--- src/rtl/alu_arbiter.sv ---
// Two-port round-robin arbiter in front of one shared combinational ALU, with a
// one-entry response register per requester. Define ALU_ARB_FIXED_PRIO_EN for fixed priority to port 0.
module alu_arbiter #(
    parameter int W = 32
) (
    input  logic         clk,
    input  logic         rst_n,

    input  logic         req0_valid,
    output logic         req0_ready,
    input  logic [3:0]   req0_code,
    input  logic [W-1:0] req0_a,
    input  logic [W-1:0] req0_b,

    input  logic         req1_valid,
    output logic         req1_ready,
    input  logic [3:0]   req1_code,
    input  logic [W-1:0] req1_a,
    input  logic [W-1:0] req1_b,

    output logic         rsp0_valid,
    output logic [W-1:0] rsp0_data,
    input  logic         rsp0_ready,

    output logic         rsp1_valid,
    output logic [W-1:0] rsp1_data,
    input  logic         rsp1_ready,

    output logic [3:0]   alu_code,
    output logic [W-1:0] alu_a,
    output logic [W-1:0] alu_b,
    input  logic [W-1:0] alu_result
);

    typedef struct packed {
        logic [3:0]   code;
        logic [W-1:0] a;
        logic [W-1:0] b;
    } alu_op_t;

    logic         elig0, elig1;
    logic         grant0, grant1;
    alu_op_t      alu_op;

    logic         rsp0_valid_q, rsp0_valid_d;
    logic         rsp1_valid_q, rsp1_valid_d;
    logic [W-1:0] rsp0_data_q, rsp0_data_d;
    logic [W-1:0] rsp1_data_q, rsp1_data_d;

    // A port may only win when its response slot is free or being consumed now.
    // Gating with rst_n keeps ready and the ALU operands quiet during reset.
    always_comb begin
        elig0 = rst_n && req0_valid && (!rsp0_valid_q || rsp0_ready);
        elig1 = rst_n && req1_valid && (!rsp1_valid_q || rsp1_ready);
    end

`ifdef ALU_ARB_FIXED_PRIO_EN
    always_comb begin
        grant0 = elig0;
        grant1 = elig1 && !elig0;
    end
`else
    // prio1_q set means port 1 is preferred on the next contended cycle.
    logic prio1_q, prio1_d;

    always_comb begin
        // NOTE: every always_comb output gets a default first, so no path can infer a latch.
        prio1_d = prio1_q;
        grant0  = elig0 && (!elig1 || !prio1_q);
        grant1  = elig1 && (!elig0 ||  prio1_q);
        if (grant0) begin
            prio1_d = 1'b1;
        end else if (grant1) begin
            prio1_d = 1'b0;
        end
    end

    always_ff @(posedge clk or negedge rst_n) begin
        if (!rst_n) begin
            prio1_q <= 1'b0;
        end else begin
            prio1_q <= prio1_d;
        end
    end
`endif

    always_comb begin
        alu_op = '0;
        if (grant0) begin
            alu_op = '{code: req0_code, a: req0_a, b: req0_b};
        end else if (grant1) begin
            alu_op = '{code: req1_code, a: req1_a, b: req1_b};
        end
    end

    assign alu_code   = alu_op.code;
    assign alu_a      = alu_op.a;
    assign alu_b      = alu_op.b;
    assign req0_ready = grant0;
    assign req1_ready = grant1;

    // A fresh accept wins over a same-edge consume, so back-to-back traffic keeps valid high.
    always_comb begin
        rsp0_valid_d = rsp0_valid_q;
        rsp0_data_d  = rsp0_data_q;
        if (grant0) begin
            rsp0_valid_d = 1'b1;
            rsp0_data_d  = alu_result;
        end else if (rsp0_ready) begin
            rsp0_valid_d = 1'b0;
        end

        rsp1_valid_d = rsp1_valid_q;
        rsp1_data_d  = rsp1_data_q;
        if (grant1) begin
            rsp1_valid_d = 1'b1;
            rsp1_data_d  = alu_result;
        end else if (rsp1_ready) begin
            rsp1_valid_d = 1'b0;
        end
    end

    always_ff @(posedge clk or negedge rst_n) begin
        if (!rst_n) begin
            // NOTE: the data registers are cleared too, so a read after reset never shows stale results.
            rsp0_valid_q <= 1'b0;
            rsp1_valid_q <= 1'b0;
            rsp0_data_q  <= '0;
            rsp1_data_q  <= '0;
        end else begin
            // NOTE: non-blocking assignments so every register samples pre-edge values.
            rsp0_valid_q <= rsp0_valid_d;
            rsp1_valid_q <= rsp1_valid_d;
            rsp0_data_q  <= rsp0_data_d;
            rsp1_data_q  <= rsp1_data_d;
        end
    end

    assign rsp0_valid = rsp0_valid_q;
    assign rsp1_valid = rsp1_valid_q;
    assign rsp0_data  = rsp0_data_q;
    assign rsp1_data  = rsp1_data_q;

endmodule

--- config.mk ---
export PLATFORM = sky130hd
export DESIGN_NAME = alu_arbiter
export DESIGN_NICKNAME = d
export VERILOG_FILES = /design/src/rtl/alu_arbiter.sv
export SDC_FILE = /design/constraint.sdc
export NUM_CORES = 1
export LEC_CHECK = 0
export CORE_AREA = 2 2 122 124
export CTS_BUF_LIST = sky130_fd_sc_hd__clkbuf_8
export DETAILED_ROUTE_END_ITERATION = 8
export DIE_AREA = 0 0 124 126
export PLACE_DENSITY = 0.67
export SYNTH_ARGS = -nofsm -noshare
export SYNTH_HDL_FRONTEND = slang
export SYNTH_SLANG_ARGS = --single-unit
--- constraint.sdc ---
create_clock -name clk -period 1.8 [get_ports clk]
set_input_delay 0.36 -clock clk [delete_from_list [all_inputs] [get_ports clk]]
set_output_delay 0.36 -clock clk [all_outputs]
set_load 0.005 [all_outputs]
==> impl_metrics.csv <==
group,metric,value,unit
sta,final_period_minus_worst_setup_slack,2.201,ns
synthesis,post_synth_instance_area,0.003636,mm2
finish,synthToLayoutAreaGrowth,124.9,%
global_route,grt-ovfl-total,0,
floorplanning,chipWidth,124,um
drt,post-route-drc-count,0,
finish,final_layout_size_suffix_gt1_share,33.65,%
drt,dr_total_vias,4448,
global_route,grt_busiest_layer,"met2",
floorplanning,ios,310,
global_route,grt_start_max_net_pins,41,
finish,final.fill_count,1206,
synthesis,yosys_warnings,0,
finish,multi_input_comb_area,0.002355,mm2
clock_tree,tritoncts,"built",
sta,rsz0062_at_grt,"true",
global_route,grt_first_pass_wirelength,25440,um
worst_setup_path,crit_chain,"nor2b_4 > buf_12 > o211ai_4 > buf_8 > clkbuf_16 > o22ai_2 > buf_2",
synthesis,postSynthNetCount,563,
clock_tree,clk-insertion-delay-late,0.34,ns
finish,regArea,0.001677,mm2
worst_setup_path,critPathMaxFanout,8,
floorplanning,fp.dieH,126,um
synthesis,synthTopCellsByArea,"sky130_fd_sc_hd__dfrtp_1 46%, sky130_fd_sc_hd__nand2_1 14%, sky130_fd_sc_hd__o22ai_1 12%",
worst_setup_path,critical-path-max-stage-delay,0.39,ns
drt,vias_per_cell,4.830,
sta,setup_viol,103,
worst_setup_path,crit_path_end_kind,"output pin",
placement,place.detailed.hpwl,12010,um
placement,dp_worst_setup_slack,-1.058,ns
finish,layout.core_utilization,57.14,%
drt,final_ant_viol_nets,0,
worst_setup_path,critPathKind,"reg -> out",
finish,nNetsFinal,906,
synthesis,yosys_register_bits,67,
placement,gp_congestion,0.8823,
synthesis,yosysTopAreaCell,"sky130_fd_sc_hd__dfrtp_1",
synthesis,yosysUniqueCellTypes,19,
synthesis,synthesized_instance_count,389,
clock_tree,clk_root_buffer_cell,"sky130_fd_sc_hd__clkbuf_8",
worst_setup_path,critPathArrivalTime,1.84,ns
power_and_ir_drop,ir_drop,0.0003514,V
sta,worst_slew_margin_rel,69.78,%
global_route,number_of_global_route_vias_before_repair,4529,
power_and_ir_drop,p_leak,0.003645,uW
synthesis,seq_total_area_yosys,46.11,%
floorplanning,design.core.area,0.01431,mm2
floorplanning,design.die.area,0.01562,mm2
status,failing_checks,"negative setup slack",
global_route,grt_util_met2,38.49,%
drt,detailed_routing_iteration_count_for_the_pre_antenna_repair_pass,4,
sta,fmax,454.4,MHz
clock_tree,numCtsBuffers,9,
clock_tree,clock_tree.buffer_depth,2,
synthesis,post-synth-top-area-fraction,46.11,%
sta,timing.final.ws_setup,-0.4009,ns
sta,finalCritPeriodShare,122.3,%
worst_setup_path,cp_data_required_time,1.44,ns
power_and_ir_drop,power_per_cell_area,817.8,mW/mm2
worst_setup_path,worstSetupStartpointType,"flop",
job,max-cap-violations,0,
drt,routed_wl,18680,um
global_route,met1_capacity_usage_during_global_routing,25.08,%
global_route,grt.total_usage,21.70,%
status,status,"finished, violations left",
floorplanning,num_rows,44,
sta,setup_total_negative_slack,-30.13,ns
global_route,grt_use_met3,5.072,%
sta,final.setup_skew,0.007541,ns
global_route,antenna_violations_before_repair,0,
worst_hold_path,timing.hold.worst.class,"in -> async",
clock_tree,cts_max_level,3,
sta,final-max-slew-violation-count,0,
clock_tree,cts_sinks,67,
drt,avgRoutedWirePerCell,20.28,um
placement,numPortBuffers,309,
floorplanning,initial_core_util,25.40,%
clock_tree,path_clk_slew,0.07,ns
worst_setup_path,slowest_stage,"sky130_fd_sc_hd__dfrtp_1",
synthesis,mean_instance_size_in_the_synthesized_netlist,9.347,um2
sta,finalHoldViolations,0,
sta,worst_margin_slew,0.4532,ns
finish,insertedDiodeCount,0,
drt,first_iter_violations,153,
-- layout make-up --
cell class,count,share of cell area (%)
multi-input combinational,283,28.79
tap,184,2.815
clock inverter,7,0.8414
clock buffer,9,1.514
inverter,2,0.09179
timing repair buffer,369,45.45
sequential,67,20.50
-- synthesized netlist by cell type, drive strengths merged --
cell type	instances
mux2	64
inv	2
a211oi	1
or2	1
a211o	1
buf	17
o21ai	2
o22ai	68
clkbuf	20
and2	1
nand2b	1
nand2	140
dfrtp	67
o211ai	2
nor2b	2
-- power breakdown --
group          internal, uW  switching, uW
sequential             1920            228
clock                   637            588
combinational          2130           1180
total                  4690           2000
-- cells by family after synthesis --
group	after synthesis	synth area share [%]
DFF	67	46.11
AOI/OAI and AO/OA	74	13.45
buffers and inverters	39	5.299
muxes	64	19.82
and+or+nand+nor	145	15.31
-- layout by cell type (no fill, tap or decap), types with 6 or more instances in the layout --
master and n:
sky130_fd_sc_hd__dfrtp_1 67, sky130_fd_sc_hd__o22ai_2 49, sky130_fd_sc_hd__o22ai_1 11, sky130_fd_sc_hd__o22ai_4 8
sky130_fd_sc_hd__buf_6 13, sky130_fd_sc_hd__mux2_1 28, sky130_fd_sc_hd__mux2_4 32, sky130_fd_sc_hd__buf_12 8
sky130_fd_sc_hd__clkbuf_8 9, sky130_fd_sc_hd__buf_4 18, sky130_fd_sc_hd__buf_16 12, sky130_fd_sc_hd__buf_2 69
sky130_fd_sc_hd__clkdlybuf4s50_1 233, sky130_fd_sc_hd__clkbuf_16 6, sky130_fd_sc_hd__nand2_1 139
-- routing by layer --
metal	share of wire [%]	vias to the layer above
met4	4.0	0
met1	39	2121
met3	7.3	49
met5	0	-
met2	50	228
li1	-	2050
-- flip-flops by register name, indices dropped and copies added (netlist names) --
signal / count
rsp0_valid: 1
rsp1_valid: 1
rsp0_data: 32
rsp1_data: 32
prio1_q: 1
-- metrics by stage --
stage | hold WS (ns) | power [uW] | area [um2] | cells
floorplan | 0.06441 | 2950 | 3636 | 389
global placement | 0.2050 | 4715 | 7029 | 868
detailed placement | 0.2040 | 4773 | 7029 | 868
CTS | 0.01661 | 6396 | 7694 | 909
global route | 0.01249 | 7031 | 8179 | 921
finish | 0.02842 | 6689 | 8179 | 921
-- critical path, delay by kind of cell (launching register included) --
family / cells / cell delay, ns
buffers and inverters: 4 / 0.63
DFF: 1 / 0.39
AOI/OAI and AO/OA: 2 / 0.33
and+or+nand+nor: 1 / 0.15
-- timing repair --
action,4_1_cts,5_1_grt
setup endpoints to repair,128,117
resized for setup,362,66
pin swaps,15,15
gates cloned,12,6
hold buffers,1,0
buffers inserted,13,7
endpoints found under the hold margin,1,0
-- path summary, 6_finish.rpt --
| kind | startpoint | to | slack (ns) | depth (start not counted) |
|---|---|---|---|---|
| worst min-delay path | rst_n | rsp1_valid | 0.03 | 2 |
| worst max register to register | rsp1_valid | rsp0_data[29] | -0.32 | 10 |
| max in group asynchronous | rst_n | prio1_q | 1.21 | 2 |
| worst min register to register | rsp1_data[24] | rsp1_data[24] | 0.49 | 1 |
| min in group clk | rsp1_data[24] | rsp1_data[24] | 0.49 | 1 |
| worst max-delay path | rsp1_valid | alu_a[16] | -0.40 | 7 |
Power figures use the tool's default switching activity.
